**src/rtl/spram_ctrl.sv**
```systemverilog
// Word-wide (32-bit) request/response front end for a 16K x 16 single-port RAM.
// Each word is transferred as two halfwords, high half first, at halfwords {addr,0} and {addr,1}.
module spram_ctrl #(
  parameter int unsigned AW = 13
) (
  input  logic          clk,
  input  logic          rst_n,
  input  logic          req_valid,
  output logic          req_ready,
  input  logic          req_we,
  input  logic [AW-1:0] req_addr,
  input  logic [3:0]    req_be,
  input  logic [31:0]   req_wdata,
  output logic          resp_valid,
  output logic [31:0]   resp_rdata,
  output logic [AW:0]   mem_addr,
  output logic [3:0]    mem_we,
  output logic [15:0]   mem_din,
  input  logic [15:0]   mem_dout
);

  typedef enum logic [2:0] {
    IDLE,
    WR_HI,
    WR_LO,
    RD_HI,
    RD_LO,
    RD_FIN
  } state_t;

  state_t        state;
  logic [AW-1:0] addr;
  logic [1:0]    be_lo;
  logic [15:0]   wdata_lo;
  logic [15:0]   rd_hi;

  assign req_ready = (state == IDLE);

  // SPRAM controls are registered one state ahead: the high half is launched
  // straight from the request inputs, so only the low half needs holding.
  always_ff @(posedge clk or negedge rst_n) begin
    if (!rst_n) begin
      state      <= IDLE;
      addr       <= '0;
      be_lo      <= '0;
      wdata_lo   <= '0;
      rd_hi      <= '0;
      resp_valid <= 1'b0;
      resp_rdata <= '0;
      mem_addr   <= '0;
      mem_we     <= '0;
      mem_din    <= '0;
    end else begin
      resp_valid <= 1'b0;
      mem_addr   <= '0;
      mem_we     <= '0;
      mem_din    <= '0;
      case (state)
        IDLE: begin
          if (req_valid) begin
            addr     <= req_addr;
            be_lo    <= req_be[1:0];
            wdata_lo <= req_wdata[15:0];
            mem_addr <= {req_addr, 1'b0};
            if (req_we) begin
              state   <= WR_HI;
              mem_din <= req_wdata[31:16];
              mem_we  <= {req_be[3], req_be[3], req_be[2], req_be[2]};
            end else begin
              state <= RD_HI;
            end
          end
        end
        WR_HI: begin
          state    <= WR_LO;
          mem_addr <= {addr, 1'b1};
          mem_din  <= wdata_lo;
          mem_we   <= {be_lo[1], be_lo[1], be_lo[0], be_lo[0]};
        end
        WR_LO: begin
          state      <= IDLE;
          resp_valid <= 1'b1;
          resp_rdata <= '0;
        end
        RD_HI: begin
          state    <= RD_LO;
          mem_addr <= {addr, 1'b1};
        end
        RD_LO: begin
          state <= RD_FIN;
          rd_hi <= mem_dout;
        end
        RD_FIN: begin
          state      <= IDLE;
          resp_valid <= 1'b1;
          resp_rdata <= {rd_hi, mem_dout};
        end
        default: state <= IDLE;
      endcase
    end
  end

endmodule

```
**config.mk**
```make
export PLATFORM = sky130hd
export DESIGN_NAME = spram_ctrl
export DESIGN_NICKNAME = d
export VERILOG_FILES = /design/src/rtl/spram_ctrl.sv
export SDC_FILE = /design/constraint.sdc
export NUM_CORES = 1
export LEC_CHECK = 0
export CAP_MARGIN = 15
export CORE_MARGIN = 2
export CORE_UTILIZATION = 40
export CTS_CLUSTER_DIAMETER = 50
export DETAILED_ROUTE_END_ITERATION = 10
export PLACE_DENSITY_LB_ADDON = 0.12
export SYNTH_ARGS = -nofsm -noshare
export SYNTH_HDL_FRONTEND = slang
export SYNTH_SLANG_ARGS = --single-unit
```
**constraint.sdc**
```tcl
create_clock -name clk -period 3.08 [get_ports clk]
set_input_delay 0.616 -clock clk [delete_from_list [all_inputs] [get_ports clk]]
set_output_delay 0.616 -clock clk [all_outputs]
set_load 0.01 [all_outputs]
```
# Word level (Yosys, flattened, before mapping)
# Index checks and enable logic that the tools add are counted.
[totals]
register_bits = 117
out_inout_bits = 68
wordCells = 34
[classes]
n_eq_ne = 6
muxes = 13
n_reduce_logical = 5
[ops]
columns = ["operator", "count"]
rows = [
  ["$pmux 32 s2", 1],
  ["$mux 16", 2],
  ["$pmux 16 s2", 1],
  ["$pmux 14 s2", 1],
  ["$mux 14", 1],
  ["$pmux 3 s4", 1],
  ["$mux 4", 2],
  ["$pmux 4 s2", 1],
  ["$eq 3x2->1 const B", 2],
  ["$eq 3x3->1 const B", 2],
  ["$reduce_or 2->1", 2],
  ["$eq 3x1->1 const B", 1],
  ["$logic_not 3->1", 1],
  ["$mux 3", 1],
  ["$mux 2", 1],
  ["$ne 2x2->1 const B", 1],
  ["$reduce_and 2->1", 1],
  ["$reduce_bool 2->1", 1],
  ["$mux 1", 1],
]

# Longest topological paths before layout
[logic_depth]
depth_word = 3
depth_mapped = 7
mapped_depth_nobuf = 3

# Worst setup path before layout
# No wires, ideal clock.
[synth_path]
path_kind = "input port to flip-flop"
start = "input port req_valid"
end = "register addr[0]"
arrival_ps = 1527
t_required_ps = 2955
slack_ps = 1429
stages = 3
path_buffers = 1
cell_sequence = "nor4b_4 -> buf_4 -> mux2_2"
[synth_via]
elab_chain_cells = 1
[synth_rtl]
columns = ["item", "line_no", "text"]
rows = [
  ["from (decl)", "8", "input logic req_valid,"],
  ["$reduce_and 2->1 (no source line)", "-", ""],
  ["to (signal assigned)", "61", "addr <= req_addr;"],
  ["to (decl)", "32", "logic [AW-1:0] addr;"],
]
# No other way between the ends.
# A chain may end at the register's enable or synchronous reset.

# Final worst setup path
[layout_path]
start = "register state[2]"
end = "output port req_ready"
[layout_via]
elab_chain_cells = 1
[layout_rtl]
columns = ["item", "line_no", "text"]
rows = [
  ["from (decl)", "31", "state_t state;"],
  ["from (signal assigned)", "43", "state <= IDLE;"],
  ["from (signal assigned)", "66", "state <= WR_HI;"],
  ["from (signal assigned)", "70", "state <= RD_HI;"],
  ["$logic_not 3->1", "37", "assign req_ready = (state == IDLE);"],
  ["to (decl)", "9", "output logic req_ready,"],
]
# No other way between the ends.

==> impl_metrics.toml <==
[timing]
skew_ns = 0.00804
holdWs_ns = 0.0462
setup_tns_ns = 0
fin_crit_sh_pct = 83.2
fmax_mhz = 390
min_period_ns = 2.56
finalWorstSetupSlack_ns = 0.516
hold_viol = 0
timing.final.max_slew_violations = 0
rsz0062_at_grt = "no"
tightest_slew_ns = 0.916
final-setup-viol-count = 0
slew_headroom_pct = 38.9

[clocking]
cts_resized = 0
tritoncts = "built"
clock_sinks = 115
cts.clk_slew.worst_paths_ns = 0.06
cts-root-buf = "clkbuf_8"
cts_setup_buffers = 0
ctsHoldBuffers = 0
cts.path.max_buffers = 2
cts_max_level = 4
insertion_delay_ns = 0.50
cts_inserted_buffers = 17

[logic_synthesis]
synth_xor_area_share_pct = 0
synth_top_area_cell = "dfrtp_1"
ys_warn_count = 0
ys_ff_latch = 115
synth-seq-area-share_pct = 64.9
syn_area_um2 = 4430
synth_top_family_by_area = "compound AO/OA/AOI/OAI gates"
synth.area.mux_share_pct = 11.9
synth-compound-area-share_pct = 14.6
synth.distinct_cells = 22
synthAdderAreaFrac_pct = 0
synthSimpleGateAreaFrac_pct = 4.97
synthTopCellsByArea = "dfrtp_1 65%, mux2_2 9.1%, a22o_1 6.1%, o22ai_1 4.5%, a21oi_1 3.7%"
avgSynthCellArea_um2 = 13.2
syn-instance-count = 335
synth_top_area_share_pct = 64.9
synth_nets = 404

[placement]
place_congestion = 0.701
port_buffers = 136
place_hpwl_um = 6750
dpl_worst_slack_ns = 0.683
dp_cells = 591

[setup_path]
critPathRequiredTime_ns = 2.46
crit_path_end_kind = "primary output"
crit_arrival_ns = 1.95
crit_fanout = 12
criticalPathCategory = "flip-flop to primary output"
setup.worst_path.start_class = "flip-flop"

[grt]
grt_usage_pct = 18.1
antenna_found_initial = 0
grt_pass1_vias = 3255
grt_remaining_overflow = 0
grt_max_degree = 60
grt_pass1_wl_um = 16300

[drt]
dr.max_layer_used = "met4"
wl_met1_um = 4300
routed-wl-met2_um = 5190
wl_met3_um = 783
via_count = 3206
firstDrtPassIters = 4
drtAntennaViolNets = 0
wirelength_um = 10400
wire_per_inst_um = 16.6
drt_first_iter_violations = 158
drc = 0
viasPerCell = 5.15

[pwr]
power-per-cell-area_nw_per_um2 = 1010
leakagePower_uw = 0.00277
irDropWorstVdd_mv = 0.415

[die]
rows = 38
io_pins = 137
dieHeight_um = 109
start_util_pct = 40.9
dieArea_um2 = 11900
die_w_um = 109
core_um2 = 10800

[worst_hold_path]
hp-class = "input pin to async pin"

[final_layout]
n_antenna_cell = 0
drive_above_1_share_pct = 16.8
nets = 539
syn2layout_area_growth_pct = 46.8
fillCellCount = 924
multi_input_area_um2 = 1400
seqCellArea_um2 = 2880
final_cells = 623

[status]
status = "finished, final reports clean"

[flow_run]
cap_viol_max_count = 0
layout by cell type, fill, tap and decap left out, types with 2 or more instances in the layout:
cell             count
clkdlybuf4s50_1    135
mux2_2              36
dfrtp_1            115
clkinvlp_4           4
nor2b_1              2
clkbuf_16           16
clkinv_2             2
mux2_1              11
clkbuf_8             3
a21oi_1             33
nor2_1              33
a22o_1              31
o22ai_1             32
bufinv_16            3
buf_4               10
nor3_1               3
clkinv_4             3
metal layers:
| layer | global-route usage [%] | vias up |
|---|---|---|
| li1 | - | 1485 |
| met3 | 7.17 | 7 |
| met4 | 6.78 | 0 |
| met2 | 28.7 | 92 |
| met1 | 22.4 | 1622 |
| met5 | 0 | - |
metrics by stage:
stage / power [uW] / util, % / area (um2)
after floorplan: 3690 / - / 4430
after global placement: 4590 / 54.5 / 5900
after detailed placement: 4670 / 54.5 / 5900
after CTS: 6650 / 60.0 / 6510
after global routing: 6970 / 60.0 / 6510
final: 6570 / 60.0 / 6510
cell usage after synthesis (all sizes together):
cell	count
o21ai	1
o22ai	32
mux2	47
nor4b	1
nor3b	1
nor3	3
buf	16
clkbuf	14
dfrtp	115
and3	1
a22o	31
nand3b	1
nor2	33
a21oi	33
a21o	1
nor2b	3
inv	1
nand2b	1
path summary, 6_finish.rpt:
check / startpoint / endpoint / slack [ns] / cells past startpoint
worst max-delay path: state[2] / req_ready / 0.52 / 2
worst min-delay path: rst_n / resp_rdata[25] / 0.05 / 1
worst max register to register: state[2] / rd_hi[15] / 1.08 / 2
worst min register to register: addr[7] / addr[7] / 0.49 / 1
max in group asynchronous: rst_n / wdata_lo[1] / 2.31 / 2
min in group clk: addr[7] / addr[7] / 0.49 / 1
kinds of logic after synthesis:
group,after synthesis
muxes,47
and+or+nand+nor,44
DFF,115
buffers and inverters,31
AOI/OAI and AO/OA,98
area by class of cell:
class                   instances  area share (%)
inverters                       1          0.0577
repair buffers                146            22.2
flip-flops and latches        115            44.2
multi-input cells             189            21.5
clock inverters                12            2.40
clock buffers                  20            6.85
well taps                     140            2.69
registers in the layout, summed over array words and instances (netlist names):
signal,cells
resp_rdata,32
mem_din,16
rd_hi,16
wdata_lo,16
mem_addr,14
addr,13
state,3
be_lo,2
mem_we,2
resp_valid,1
where the power goes:
group	internal (uW)	switching, uW
Clock	1270	679
Sequential	2120	353
Combinational	1240	903
Total	4630	1930
critical path, cell delays in order (launching register included):
cell and delay [ns]:
dfrtp_1 0.53, nor3_1 0.33, clkdlybuf4s50_1 0.59
Power figures use the tool's default switching activity.
